<file path="src/rtl/data_memory_interface_if.sv">
// Data-memory bus bundle between the load/store unit (master) and memory (slave).
// Master drives request/write/address/data/strobe; slave returns ready and read data.
interface data_memory_interface_if;
  logic        bus_request;
  logic        bus_write;
  logic [31:0] bus_address;
  logic [31:0] bus_write_data;
  logic [3:0]  bus_write_strobe;
  logic        bus_ready;
  logic [31:0] bus_read_data;

  modport master (
    output bus_request,
    output bus_write,
    output bus_address,
    output bus_write_data,
    output bus_write_strobe,
    input  bus_ready,
    input  bus_read_data
  );

  modport slave (
    input  bus_request,
    input  bus_write,
    input  bus_address,
    input  bus_write_data,
    input  bus_write_strobe,
    output bus_ready,
    output bus_read_data
  );
endinterface

</file>
<file path="src/rtl/data_memory_interface.sv">
// Load/store bus adapter: accepts one request, stalls the core until the bus completes,
// right-aligns load data by byte offset, and aborts hung transactions via a watchdog.
// Ports: clk, reset (async, active-high); core side memory_read/memory_write/funct3/
// address/data_memory_write_data/write_mask in, data_memory_read_data/memory_busy out;
// bus (master modport); bus_error and misaligned_access one-cycle pulses in DONE.
// Optional: define MISALIGN_CHECK_EN to reject misaligned loads and mask-0 stores
// with a misaligned_access pulse.
module data_memory_interface #(
  parameter int unsigned TIMEOUT_CYCLES = 255,
  parameter int unsigned COUNTER_WIDTH  = 8
) (
  input  logic        clk,
  input  logic        reset,
  input  logic        memory_read,
  input  logic        memory_write,
  input  logic [2:0]  funct3,
  input  logic [31:0] address,
  input  logic [31:0] data_memory_write_data,
  input  logic [3:0]  write_mask,
  output logic [31:0] data_memory_read_data,
  output logic        memory_busy,
  data_memory_interface_if.master bus,
  output logic        bus_error,
  output logic        misaligned_access
);

  typedef enum logic [1:0] {
    IDLE,
    REQ,
    DONE
  } state_t;

  localparam logic [COUNTER_WIDTH:0] TMO =
    (COUNTER_WIDTH+1)'(TIMEOUT_CYCLES);

  state_t                   state;
  logic [COUNTER_WIDTH-1:0] count;
  logic [COUNTER_WIDTH:0]   count_next;
  logic                     timeout;
  logic                     req_read;
  logic [1:0]               req_off;
  logic [4:0]               shamt;
  logic [31:0]              aligned;
  logic                     mis_rd;
  logic                     mis_wr;
  logic                     skip;

  // count_next is the number of REQ cycles elapsed including this one
  assign count_next = {1'b0, count} + (COUNTER_WIDTH+1)'(1);
  assign timeout    = (TIMEOUT_CYCLES != 0) && (count_next >= TMO);

  assign shamt   = {req_off, 3'b000};
  assign aligned = bus.bus_read_data >> shamt;

  // A mask-0 store never reaches the bus in either build
  assign mis_wr = memory_write && !memory_read
               && (write_mask == 4'b0000);

`ifdef MISALIGN_CHECK_EN
  assign mis_rd = memory_read && (
      ((funct3[1:0] == 2'b01) && address[0])
   || ((funct3 == 3'b010) && (address[1:0] != 2'b00)));
`else
  logic unused_funct3;
  assign unused_funct3     = ^funct3;
  assign mis_rd            = 1'b0;
  assign misaligned_access = 1'b0;
`endif

  assign skip = mis_rd || mis_wr;

  always_comb begin
    memory_busy = 1'b0;
    unique case (state)
      IDLE:    memory_busy = memory_read | memory_write;
      REQ:     memory_busy = 1'b1;
      DONE:    memory_busy = 1'b0;
      default: memory_busy = 1'b0;
    endcase
  end

  always_ff @(posedge clk or posedge reset) begin
    if (reset) begin
      state                 <= IDLE;
      count                 <= '0;
      req_read              <= 1'b0;
      req_off               <= 2'b00;
      data_memory_read_data <= '0;
      bus.bus_request       <= 1'b0;
      bus.bus_write         <= 1'b0;
      bus.bus_address       <= '0;
      bus.bus_write_data    <= '0;
      bus.bus_write_strobe  <= '0;
      bus_error             <= 1'b0;
`ifdef MISALIGN_CHECK_EN
      misaligned_access     <= 1'b0;
`endif
    end else begin
      bus_error <= 1'b0;
`ifdef MISALIGN_CHECK_EN
      misaligned_access <= 1'b0;
`endif
      unique case (state)
        IDLE: begin
          count <= '0;
          if (memory_read || memory_write) begin
            req_read             <= memory_read;
            req_off              <= address[1:0];
            bus.bus_address      <= {address[31:2], 2'b00};
            bus.bus_write        <= !memory_read;
            bus.bus_write_data   <= data_memory_write_data;
            bus.bus_write_strobe <= memory_read ? 4'b0000
                                               : write_mask;
            if (skip) begin
              state <= DONE;
              if (mis_rd) data_memory_read_data <= '0;
`ifdef MISALIGN_CHECK_EN
              misaligned_access <= 1'b1;
`endif
            end else begin
              state           <= REQ;
              bus.bus_request <= 1'b1;
            end
          end
        end
        REQ: begin
          count <= count + COUNTER_WIDTH'(1);
          // bus_ready takes precedence over a same-cycle timeout
          if (bus.bus_ready) begin
            bus.bus_request <= 1'b0;
            if (req_read) data_memory_read_data <= aligned;
            state <= DONE;
          end else if (timeout) begin
            bus.bus_request       <= 1'b0;
            data_memory_read_data <= '0;
            bus_error             <= 1'b1;
            state                 <= DONE;
          end
        end
        DONE: begin
          count <= '0;
          state <= IDLE;
        end
        default: state <= IDLE;
      endcase
    end
  end

endmodule

</file>
<file path="src/flat_wrapper.sv">
// flat-port wrapper written by rule: the top's interface ports become plain ports
module data_memory_interface_flat 
#(
  parameter int unsigned TIMEOUT_CYCLES = 255,
  parameter int unsigned COUNTER_WIDTH  = 8
)
  (clk, reset, memory_read, memory_write, funct3, address, data_memory_write_data, write_mask, data_memory_read_data, memory_busy, bus_error, misaligned_access, bus_bus_request, bus_bus_write, bus_bus_address, bus_bus_write_data, bus_bus_write_strobe, bus_bus_ready, bus_bus_read_data);
  data_memory_interface_if bus_i ();
  input  logic clk;
  input  logic reset;
  input  logic memory_read;
  input  logic memory_write;
  input  logic [2:0] funct3;
  input  logic [31:0] address;
  input  logic [31:0] data_memory_write_data;
  input  logic [3:0] write_mask;
  output logic [31:0] data_memory_read_data;
  output logic memory_busy;
  output logic bus_error;
  output logic misaligned_access;
  output wire logic [$bits(bus_i.bus_request)-1:0] bus_bus_request;
  output wire logic [$bits(bus_i.bus_write)-1:0] bus_bus_write;
  output wire logic [$bits(bus_i.bus_address)-1:0] bus_bus_address;
  output wire logic [$bits(bus_i.bus_write_data)-1:0] bus_bus_write_data;
  output wire logic [$bits(bus_i.bus_write_strobe)-1:0] bus_bus_write_strobe;
  input wire logic [$bits(bus_i.bus_ready)-1:0] bus_bus_ready;
  input wire logic [$bits(bus_i.bus_read_data)-1:0] bus_bus_read_data;
  assign bus_bus_request = bus_i.bus_request;
  assign bus_bus_write = bus_i.bus_write;
  assign bus_bus_address = bus_i.bus_address;
  assign bus_bus_write_data = bus_i.bus_write_data;
  assign bus_bus_write_strobe = bus_i.bus_write_strobe;
  assign bus_i.bus_ready = bus_bus_ready;
  assign bus_i.bus_read_data = bus_bus_read_data;
  data_memory_interface #(.TIMEOUT_CYCLES(TIMEOUT_CYCLES), .COUNTER_WIDTH(COUNTER_WIDTH)) u_core (.clk(clk), .reset(reset), .memory_read(memory_read), .memory_write(memory_write), .funct3(funct3), .address(address), .data_memory_write_data(data_memory_write_data), .write_mask(write_mask), .data_memory_read_data(data_memory_read_data), .memory_busy(memory_busy), .bus(bus_i), .bus_error(bus_error), .misaligned_access(misaligned_access));
endmodule
</file>
<file path="config.mk">
export PLATFORM = sky130hd
export DESIGN_NAME = data_memory_interface_flat
export DESIGN_NICKNAME = d
export VERILOG_FILES = /design/src/rtl/data_memory_interface_if.sv /design/src/rtl/data_memory_interface.sv /design/src/flat_wrapper.sv
export SDC_FILE = /design/constraint.sdc
export NUM_CORES = 1
export LEC_CHECK = 0
export CAP_MARGIN = 20
export CORE_MARGIN = 4
export CORE_UTILIZATION = 45
export CTS_BUF_LIST = sky130_fd_sc_hd__clkbuf_4
export CTS_CLUSTER_SIZE = 8
export DETAILED_ROUTE_END_ITERATION = 12
export PLACE_DENSITY_LB_ADDON = 0.12
export SYNTH_ARGS = -nofsm -noshare
export SYNTH_HDL_FRONTEND = slang
export SYNTH_SLANG_ARGS = --single-unit
</file>
<file path="constraint.sdc">
create_clock -name clk -period 8.6 [get_ports clk]
set_input_delay 1.72 -clock clk [delete_from_list [all_inputs] [get_ports clk]]
set_output_delay 1.72 -clock clk [all_outputs]
set_load 0.02 [all_outputs]
</file>
==> flow_summary.json, run 1 <==
{
  "synthArstFlopShare_pct": 100,
  "synth-seq-cells": 114,
  "max_slew_margin_pct": 34.8,
  "critical_path_class": "primary input to output port",
  "numCtsBuffers": 17,
  "dieWidth_um": 116,
  "die_area_um2": 13400,
  "final_cell_mix": "clkdlybuf4s50_1 (206), nand2_1 (197), dfrtp_1 (114), nor2_1 (72), a21oi_1 (48)",
  "yosysSeqAreaShare_pct": 54.8,
  "syn_avg_cell_area_um2": 8.95,
  "rows": 39,
  "clk_pin_slew_worst_paths_ns": 0.08,
  "dp_hpwl_mm": 10.3,
  "clk_latency_ns": 0.49,
  "reg2regPathDepth": 6,
  "cts.sinks": 114,
  "h-tree-depth": 4,
  "power_uw": 2690,
  "antenna_found_initial": 0,
  "firstDrtPassIters": 4,
  "synth_edf_count": 0,
  "nNetsFinal": 890,
  "startpoint_type": "primary input",
  "busiest_layer": "met2",
  "layout_setup_ws_ns": 3.73,
  "cp-startpoint": "memory_write",
  "drt_iter0_drc": 323,
  "cpLargestDelayFamily": "buffers and inverters",
  "rsz0062_at_grt": "no",
  "antenna_cells": 0,
  "drt_wl_total_mm": 14.4,
  "cpMostUsedCell": "clkdlybuf4s50_1",
  "core_um2": 11400,
  "yosysTopAreaCell": "dfrtp_1",
  "run_status": "finished, final reports clean",
  "cp.required_ns": 6.88,
  "synth-main-ff-cell": "dfrtp_1",
  "layout-drive-gt1-share_pct": 5.82,
  "peakVddDrop_mv": 0.215,
  "grt_use_met3_pct": 8.04,
  "yosys_warnings": 0,
  "cts_hold_buf": 0,
  "grt_overflow": 0,
  "arrival_ns": 3.15,
  "end_kind": "output port",
  "regToRegEndpoint": "u_core.bus.bus_request$_DFFE_PP0P_",
  "gp_congestion": 0.843,
  "finalMaxSlewViolations": 0,
  "synthCells": 582,
  "start_util_pct": 45.8,
  "grt_max_degree": 66,
  "fin_area_um2": 7560,
  "synth_area_leaders": "dfrtp_1 (55%), nand2_1 (14%), nor2_1 (5.2%)",
  "place_worst_setup_slack_ns": 3.75,
  "power_density_nw_per_um2": 355,
  "hold_viol": 0,
  "p_leak_uw": 0.00351,
  "crit_path_end": "memory_busy",
  "critPathBufInv": 2,
  "syn_area_um2": 5210,
  "postCtsSetupBuffers": 0,
  "vias": 4704,
  "cts_tree": "done",
  "hold_slack_ns": 0.478,
  "critPathMaxFanout": 5,
  "die_y_um": 116,
  "antenna_left": 0,
  "r2r_slack_ns": 6.11,
  "slowest_delay_ns": 0.63,
  "fin_crit_sh_pct": 56.6,
  "worst_slew_pin_slew_ns": 0.974,
  "grt_pass1_vias": 4698,
  "track_usage_pct": 21.8,
  "post_dp_cell_area_um2": 7340,
  "fin_skew_ns": 0.0128,
  "crit_slowest_cell": "clkdlybuf4s50_1",
  "grtUsageMet2_pct": 34.9,
  "root_buffer": "clkbuf_4",
  "cap_violations": 0,
  "clockBufferDepth": 2,
  "crit_path_cell_trace": "clkdlybuf4s50_1 -> nor3_1 -> nor2_1 -> clkdlybuf4s50_1",
  "fmax_mhz": 205,
  "r2r_start": "u_core.count[0]$_DFFE_PP0P_",
  "routedWlPerCell_um": 15.5,
  "fin_tns_setup_ns": 0,
  "crit_cells": 4,
  "period_minus_slack_ns": 4.87,
  "setup_viol": 0,
  "min_path_type": "register to register",
  "ys_types": 40,
  "drc": 0,
  "viasPerCell": 5.04,
  "layout_commonest_cell": "clkdlybuf4s50_1",
  "grt_pass1_wl_mm": 22.9,
  "grtUsageMet1_pct": 27.0,
  "port_buffers": 206,
  "synth_top_area_share_pct": 54.8,
  "cts_resized": 0,
  "areaGrowthSynthToFinish_pct": 45.2,
  "ios": 213
}
-- worst reg2reg max path: cells and delay by family, from the launching register on --
kind,cells,cell delay [ns]
fa+ha+maj,1,0.28
simple gates,2,0.52
compound gates,3,1.10
flops,1,0.44
-- layer usage --
metal	vias up	share of wire, %
met5	-	0
met4	0	2.2
met3	26	10
met2	181	48
met1	2212	40
li1	2285	-
-- where the power goes --
group / leakage (µW) / switching [µW] / internal, µW
combinational: 0.00194 / 802 / 638
clock: 0.000132 / 188 / 144
sequential: 0.00144 / 147 / 767
total: 0.00351 / 1140 / 1550
-- metrics by stage --
stage                     util [%]  instances
after floorplan                  -        584
after global placement        64.6        904
after detailed placement      64.6        904
after CTS                     66.5        934
after global routing          66.5        934
final                         66.5        934
-- sequential cells by signal, summed over array words and instances (netlist names) --
register / flops
u_core.count: 8
u_core.bus.bus_write_strobe: 4
u_core.bus.bus_write: 1
u_core.req_read: 1
u_core.state: 2
u_core.bus.bus_request: 1
u_core.req_off: 2
u_core.bus.bus_write_data: 32
u_core.bus_error: 1
u_core.data_memory_read_data: 32
u_core.bus.bus_address: 30
-- cell type report --
class | instances | area, µm²
clock buffer | 20 | 150
clock inverter | 10 | 70.1
fill | 943 | 3810
inverter | 4 | 17.5
multi-input combinational | 430 | 2180
sequential | 114 | 2850
tap | 143 | 179
timing repair buffer | 213 | 2110
-- synth_stat cells (4+ instances only) --
cell type,instances
nand2_1,197
dfrtp_1,114
nor2_1,72
a21oi_1,48
clkbuf_1,17
mux2i_1,17
a211oi_1,16
nor2b_1,13
and2_1,9
a2bb2oi_1,8
buf_2,8
xnor2_1,6
a22o_1,5
buf_4,5
inv_1,4
-- logic make-up after synthesis --
family / Yosys count / share of synthesized area, %
DFF: 114 / 54.8
other: 1 / 0.0720
muxes: 17 / 3.27
AOI/OAI and AO/OA: 92 / 11.5
buffers and inverters: 40 / 3.87
and+or+nand+nor: 309 / 24.8
adders and majority gates: 2 / 0.481
xor gates and xnor gates: 7 / 1.18
-- how the worst min path moves through the flow --
| stage | cells past startpoint | from | endpoint | slack (ns) |
|---|---|---|---|---|
| floorplan | 2 | u_core.req_read$_DFFE_PP0P_ | u_core.req_read$_DFFE_PP0P_ | 0.51 |
| global placement | 2 | u_core.bus.bus_write_data[18]$_DFFE_PP0P_ | u_core.bus.bus_write_data[18]$_DFFE_PP0P_ | 0.46 |
| detailed placement | 2 | u_core.bus.bus_address[19]$_DFFE_PP0P_ | u_core.bus.bus_address[19]$_DFFE_PP0P_ | 0.46 |
| CTS | 2 | u_core.bus.bus_address[19]$_DFFE_PP0P_ | u_core.bus.bus_address[19]$_DFFE_PP0P_ | 0.48 |
| global route | 2 | u_core.bus.bus_address[3]$_DFFE_PP0P_ | u_core.bus.bus_address[3]$_DFFE_PP0P_ | 0.51 |
| finish | 2 | u_core.bus.bus_address[19]$_DFFE_PP0P_ | u_core.bus.bus_address[19]$_DFFE_PP0P_ | 0.48 |
Power figures use the tool's default switching activity.
==> inputs of run 2 (changes only) <==
--- a/config.mk
+++ b/config.mk
@@ -7,7 +7,7 @@
 export LEC_CHECK = 0
 export CAP_MARGIN = 20
 export CORE_MARGIN = 4
-export CORE_UTILIZATION = 45
+export CORE_UTILIZATION = 40
 export CTS_BUF_LIST = sky130_fd_sc_hd__clkbuf_4
 export CTS_CLUSTER_SIZE = 8
 export DETAILED_ROUTE_END_ITERATION = 12
==> constraint.sdc (replaced) <==
create_clock -name clk -period 4.2 [get_ports clk]
set_input_delay 0.84 -clock clk [delete_from_list [all_inputs] [get_ports clk]]
set_output_delay 0.84 -clock clk [all_outputs]
set_load 0.02 [all_outputs]
==> flow_summary.json, run 2 (synthesis results as in run 1) <==
{
  "run_status": "finished, final reports clean",
  "cp.required_ns": 3.36,
  "postCtsSetupBuffers": 0,
  "critPathBufInv": 2,
  "areaGrowthSynthToFinish_pct": 46.7,
  "rows": 41,
  "nNetsFinal": 890,
  "rsz0062_at_grt": "no",
  "antenna_found_initial": 1,
  "h-tree-depth": 4,
  "cap_violations": 0,
  "numCtsBuffers": 17,
  "drt-met1-wl_mm": 5.84,
  "grt_max_degree": 68,
  "route.met3.wl_mm": 1.79,
  "fin_crit_sh_pct": 73.4,
  "fin_skew_ns": 0.0207,
  "fin_tns_setup_ns": 0,
  "cpLargestDelayFamily": "buffers and inverters",
  "dieWidth_um": 122,
  "crit_path_cell_trace": "clkdlybuf4s50_1 -> nor3_1 -> nor2_1 -> clkdlybuf4s50_1",
  "vias": 4702,
  "grt_pass1_vias": 4786,
  "antenna_cells": 0,
  "period_minus_slack_ns": 3.08,
  "cts.sinks": 114,
  "critical_path_class": "primary input to output port",
  "start_util_pct": 41.1,
  "power_uw": 5560,
  "fmax_mhz": 324,
  "routedWlPerCell_um": 15.7,
  "min_path_type": "register to register",
  "setup_viol": 0,
  "die_y_um": 122,
  "dp_hpwl_mm": 10.9,
  "max_slew_margin_pct": 28.3,
  "port_buffers": 206,
  "die_area_um2": 14900,
  "root_buffer": "clkbuf_4",
  "cts_resized": 0,
  "clk_pin_slew_worst_paths_ns": 0.09,
  "track_usage_pct": 20.8,
  "final_cell_mix": "clkdlybuf4s50_1 (206), nand2_1 (197), dfrtp_1 (114), nor2_1 (72), a21oi_1 (48)",
  "critPathMaxFanout": 5,
  "holdPathStages": 2,
  "final_cells": 964,
  "antenna_left": 0,
  "crit_slowest_cell": "clkdlybuf4s50_1",
  "place_inst": 932,
  "drt_iter0_drc": 364,
  "reg2regPathDepth": 6,
  "arrival_ns": 2.24,
  "grt_overflow": 0,
  "drc": 0,
  "cts_hold_buf": 0,
  "viasPerCell": 4.88,
  "layout-drive-gt1-share_pct": 5.81,
  "finalMaxSlewViolations": 0,
  "crit_cells": 4,
  "hold_viol": 0,
  "peakVddDrop_mv": 0.352,
  "p_leak_uw": 0.00352,
  "grt_pass1_wl_mm": 24.1,
  "gp_congestion": 0.804,
  "end_kind": "output port",
  "clk_latency_ns": 0.52,
  "wl_met2_mm": 7.06,
  "top_layer": "met5",
  "slowest_delay_ns": 0.63,
  "cpMostUsedCell": "clkdlybuf4s50_1",
  "core_um2": 12700,
  "startpoint_type": "primary input",
  "firstDrtPassIters": 5,
  "clockBufferDepth": 2,
  "drt_wl_total_mm": 15.1,
  "cts_tree": "done",
  "ios": 213,
  "layout_commonest_cell": "clkdlybuf4s50_1",
  "power_density_nw_per_um2": 728,
  "worst_slew_pin_slew_ns": 1.06,
  "largestRegisters": "u_core.bus.bus_write_data (32), u_core.data_memory_read_data (32), u_core.bus.bus_address (30)"
}
## run 2: final cells by class
cell class / count / area (µm²)
Multi-Input combinational cell: 430 / 2180
Fill cell: 1093 / 5030
Timing Repair Buffer: 213 / 2150
Clock inverter: 9 / 66.3
Sequential cell: 114 / 2850
Clock buffer: 22 / 165
Tap cell: 172 / 215
Inverter: 4 / 17.5
## run 2: worst min-delay path, stage by stage, from the launching register on
cell and delay [ns]:
dfrtp_1 0.35, nand2_1 0.05, nand2_1 0.05
## run 2: path summary, 6_finish.rpt
path,slack [ns],endpoint,start
max in group asynchronous,2.63,u_core.bus.bus_write_strobe[2]$_DFFE_PP0P_,reset
worst max-delay path,1.12,memory_busy,memory_write
worst min register to register,0.48,u_core.bus.bus_write_data[22]$_DFFE_PP0P_,u_core.bus.bus_write_data[22]$_DFFE_PP0P_
worst min-delay path,0.48,u_core.bus.bus_write_data[22]$_DFFE_PP0P_,u_core.bus.bus_write_data[22]$_DFFE_PP0P_
worst max register to register,1.76,u_core.data_memory_read_data[31]$_DFFE_PP0P_,u_core.count[0]$_DFFE_PP0P_
min in group asynchronous,0.75,u_core.data_memory_read_data[18]$_DFFE_PP0P_,reset
## run 2: metrics by stage
stage          hold WS [ns]  utilization (%)  instance area (µm²)  setup WS (ns)
2_1_floorplan         0.511                -                 5210          0.344
3_3_place_gp          0.457             58.3                 7380           1.11
3_5_place_dp          0.462             58.3                 7380           1.12
4_1_cts               0.484             60.1                 7610           1.10
5_1_grt               0.509             60.3                 7640           1.04
6_report              0.476             60.3                 7640           1.12
## run 2: metal layers
| metal | track usage [%] | vias to the layer above |
|---|---|---|
| met5 | 0 | - |
| met2 | 33.2 | 185 |
| li1 | - | 2291 |
| met1 | 23.8 | 2192 |
| met4 | 8.75 | 2 |
| met3 | 10.3 | 32 |
## run 2: power by group
part,switching (µW),internal (µW),total (µW)
Clock,392,311,704
Sequential,295,1570,1870
Combinational,1660,1330,2990
==> inputs of run 3 (changes only) <==
--- a/config.mk
+++ b/config.mk
@@ -7,7 +7,7 @@
 export LEC_CHECK = 0
 export CAP_MARGIN = 20
 export CORE_MARGIN = 4
-export CORE_UTILIZATION = 40
+export CORE_UTILIZATION = 45
 export CTS_BUF_LIST = sky130_fd_sc_hd__clkbuf_4
 export CTS_CLUSTER_SIZE = 8
 export DETAILED_ROUTE_END_ITERATION = 12
==> constraint.sdc (replaced) <==
create_clock -name clk -period 3 [get_ports clk]
set_input_delay 0.6 -clock clk [delete_from_list [all_inputs] [get_ports clk]]
set_output_delay 0.6 -clock clk [all_outputs]
set_load 0.02 [all_outputs]
==> flow_summary.json, run 3 (synthesis results as in run 1) <==
{
  "drt_iter0_drc": 348,
  "ios": 213,
  "cap_violations": 0,
  "clk_latency_ns": 0.52,
  "place_inst": 907,
  "layout_setup_ws_ns": 0.390,
  "core_um2": 11400,
  "max_slew_margin_pct": 52.0,
  "routedWlPerCell_um": 15.9,
  "viasPerCell": 5.12,
  "p_leak_uw": 0.00356,
  "drt_wl_total_mm": 14.9,
  "regToRegEndpoint": "u_core.data_memory_read_data[4]$_DFFE_PP0P_",
  "grt_max_degree": 104,
  "fin_tns_setup_ns": 0,
  "die_y_um": 116,
  "final_cells": 939,
  "min_path_type": "primary input to async pin",
  "grtUsageMet1_pct": 27.8,
  "post_dp_cell_area_um2": 7410,
  "postCtsSetupBuffers": 0,
  "dp_hpwl_mm": 10.8,
  "power_density_nw_per_um2": 1040,
  "firstDrtPassIters": 4,
  "antenna_cells": 0,
  "h-tree-depth": 4,
  "arrival_ns": 2.01,
  "busiest_layer": "met2",
  "period_minus_slack_ns": 2.61,
  "root_buffer": "clkbuf_4",
  "start_util_pct": 45.8,
  "layout_commonest_cell": "clkdlybuf4s50_1",
  "run_status": "finished, final reports clean",
  "setup_viol": 0,
  "layout-drive-gt1-share_pct": 6.78,
  "fin_crit_sh_pct": 87.0,
  "end_kind": "output port",
  "worst_slew_pin_slew_ns": 0.719,
  "critPathMaxFanout": 5,
  "grt_use_met3_pct": 9.03,
  "numCtsBuffers": 17,
  "die_area_um2": 13400,
  "cts_resized": 0,
  "drc": 0,
  "grt_overflow": 0,
  "track_usage_pct": 23.1,
  "fin_skew_ns": 0.0165,
  "hold_viol": 0,
  "startpoint_type": "primary input",
  "antenna_found_initial": 1,
  "cp.required_ns": 2.40,
  "fin_area_um2": 7720,
  "final_cell_mix": "clkdlybuf4s50_1 (206), nand2_1 (197), dfrtp_1 (114), nor2_1 (72), a21oi_1 (48)",
  "cts_tree": "done",
  "fmax_mhz": 383,
  "clockBufferDepth": 2,
  "nNetsFinal": 893,
  "vias": 4807,
  "grtUsageMet2_pct": 37.6,
  "gp_congestion": 0.828,
  "peakVddDrop_mv": 0.677,
  "r2r_slack_ns": 0.86,
  "grt_pass1_vias": 4924,
  "antenna_left": 0,
  "finalMaxSlewViolations": 0,
  "hold_slack_ns": 0.365,
  "reg2regPathDepth": 7,
  "dieWidth_um": 116,
  "areaGrowthSynthToFinish_pct": 48.3,
  "rsz0062_at_grt": "no",
  "place_worst_setup_slack_ns": 0.377,
  "clk_pin_slew_worst_paths_ns": 0.11,
  "rows": 39,
  "port_buffers": 206,
  "grt_pass1_wl_mm": 24.1,
  "r2r_start": "u_core.count[0]$_DFFE_PP0P_",
  "largestRegisters": "u_core.bus.bus_write_data (32), u_core.data_memory_read_data (32), u_core.bus.bus_address (30)",
  "cts.sinks": 114,
  "cts_hold_buf": 0,
  "critical_path_class": "primary input to output port"
}
[run 3: cell count changes in the layout (fill, tap and decap cells not counted)]
| cell | change |
|---|---|
| inv_4 | -1 |
| clkinvlp_4 | +4 |
| clkinv_4 | +2 |
| buf_12 | +3 |
| clkinv_1 | -4 |
| buf_4 | +1 |
| bufinv_16 | +2 |
| inv_6 | +4 |
| buf_16 | -1 |
| clkinv_2 | -1 |
| clkbuf_4 | -5 |
[run 3: final cells by class]
cell class / count / area (µm²)
fill: 943 / 3650
timing repair buffer: 216 / 2190
tap: 143 / 179
inverter: 4 / 18.8
clock buffer: 17 / 128
clock inverter: 15 / 181
sequential: 114 / 2850
multi-input combinational: 430 / 2180
[run 3: worst max-delay path, stage by stage]
cell and delay (ns):
clkdlybuf4s50_1 0.59, nor3_1 0.09, nor2_1 0.10, clkdlybuf4s50_1 0.63
[run 3: worst max path at each step]
| stage | startpoint | to | slack (ns) | cells after the start |
|---|---|---|---|---|
| 2_1_floorplan | reset | u_core.bus.bus_address[10]$_DFFE_PP0P_ | 1.01 | 1 |
| 3_3_place_gp | memory_write | memory_busy | 0.38 | 4 |
| 3_5_place_dp | memory_write | memory_busy | 0.38 | 4 |
| 4_1_cts | memory_write | memory_busy | 0.37 | 4 |
| 5_1_grt | memory_write | memory_busy | 0.29 | 4 |
| 6_report | memory_write | memory_busy | 0.39 | 4 |
[run 3: layer usage]
| layer | vias to the layer above | part of all wire (%) | routed length (µm) |
|---|---|---|---|
| li1 | 2297 | - | - |
| met1 | 2281 | 39 | 5770 |
| met2 | 196 | 49 | 7280 |
| met3 | 31 | 9.8 | 1470 |
| met4 | 2 | 2.5 | 372 |
| met5 | - | 0.054 | 8 |
[run 3: power breakdown]
part | internal [µW] | leakage [µW] | switching, µW | total (µW)
sequential | 2200 | 0.00144 | 426 | 2620
clock | 585 | 0.000153 | 642 | 1230
combinational | 1890 | 0.00197 | 2320 | 4210
total | 4670 | 0.00356 | 3390 | 8060
[run 3: per-stage QoR]
| stage | utilization [%] | total power, µW |
|---|---|---|
| global route | 67.9 | 8670 |
| finish | 67.9 | 8060 |
| global placement | 65.2 | 6760 |
| detailed placement | 65.2 | 6900 |
| floorplan | - | 4940 |
| CTS | 67.9 | 8140 |
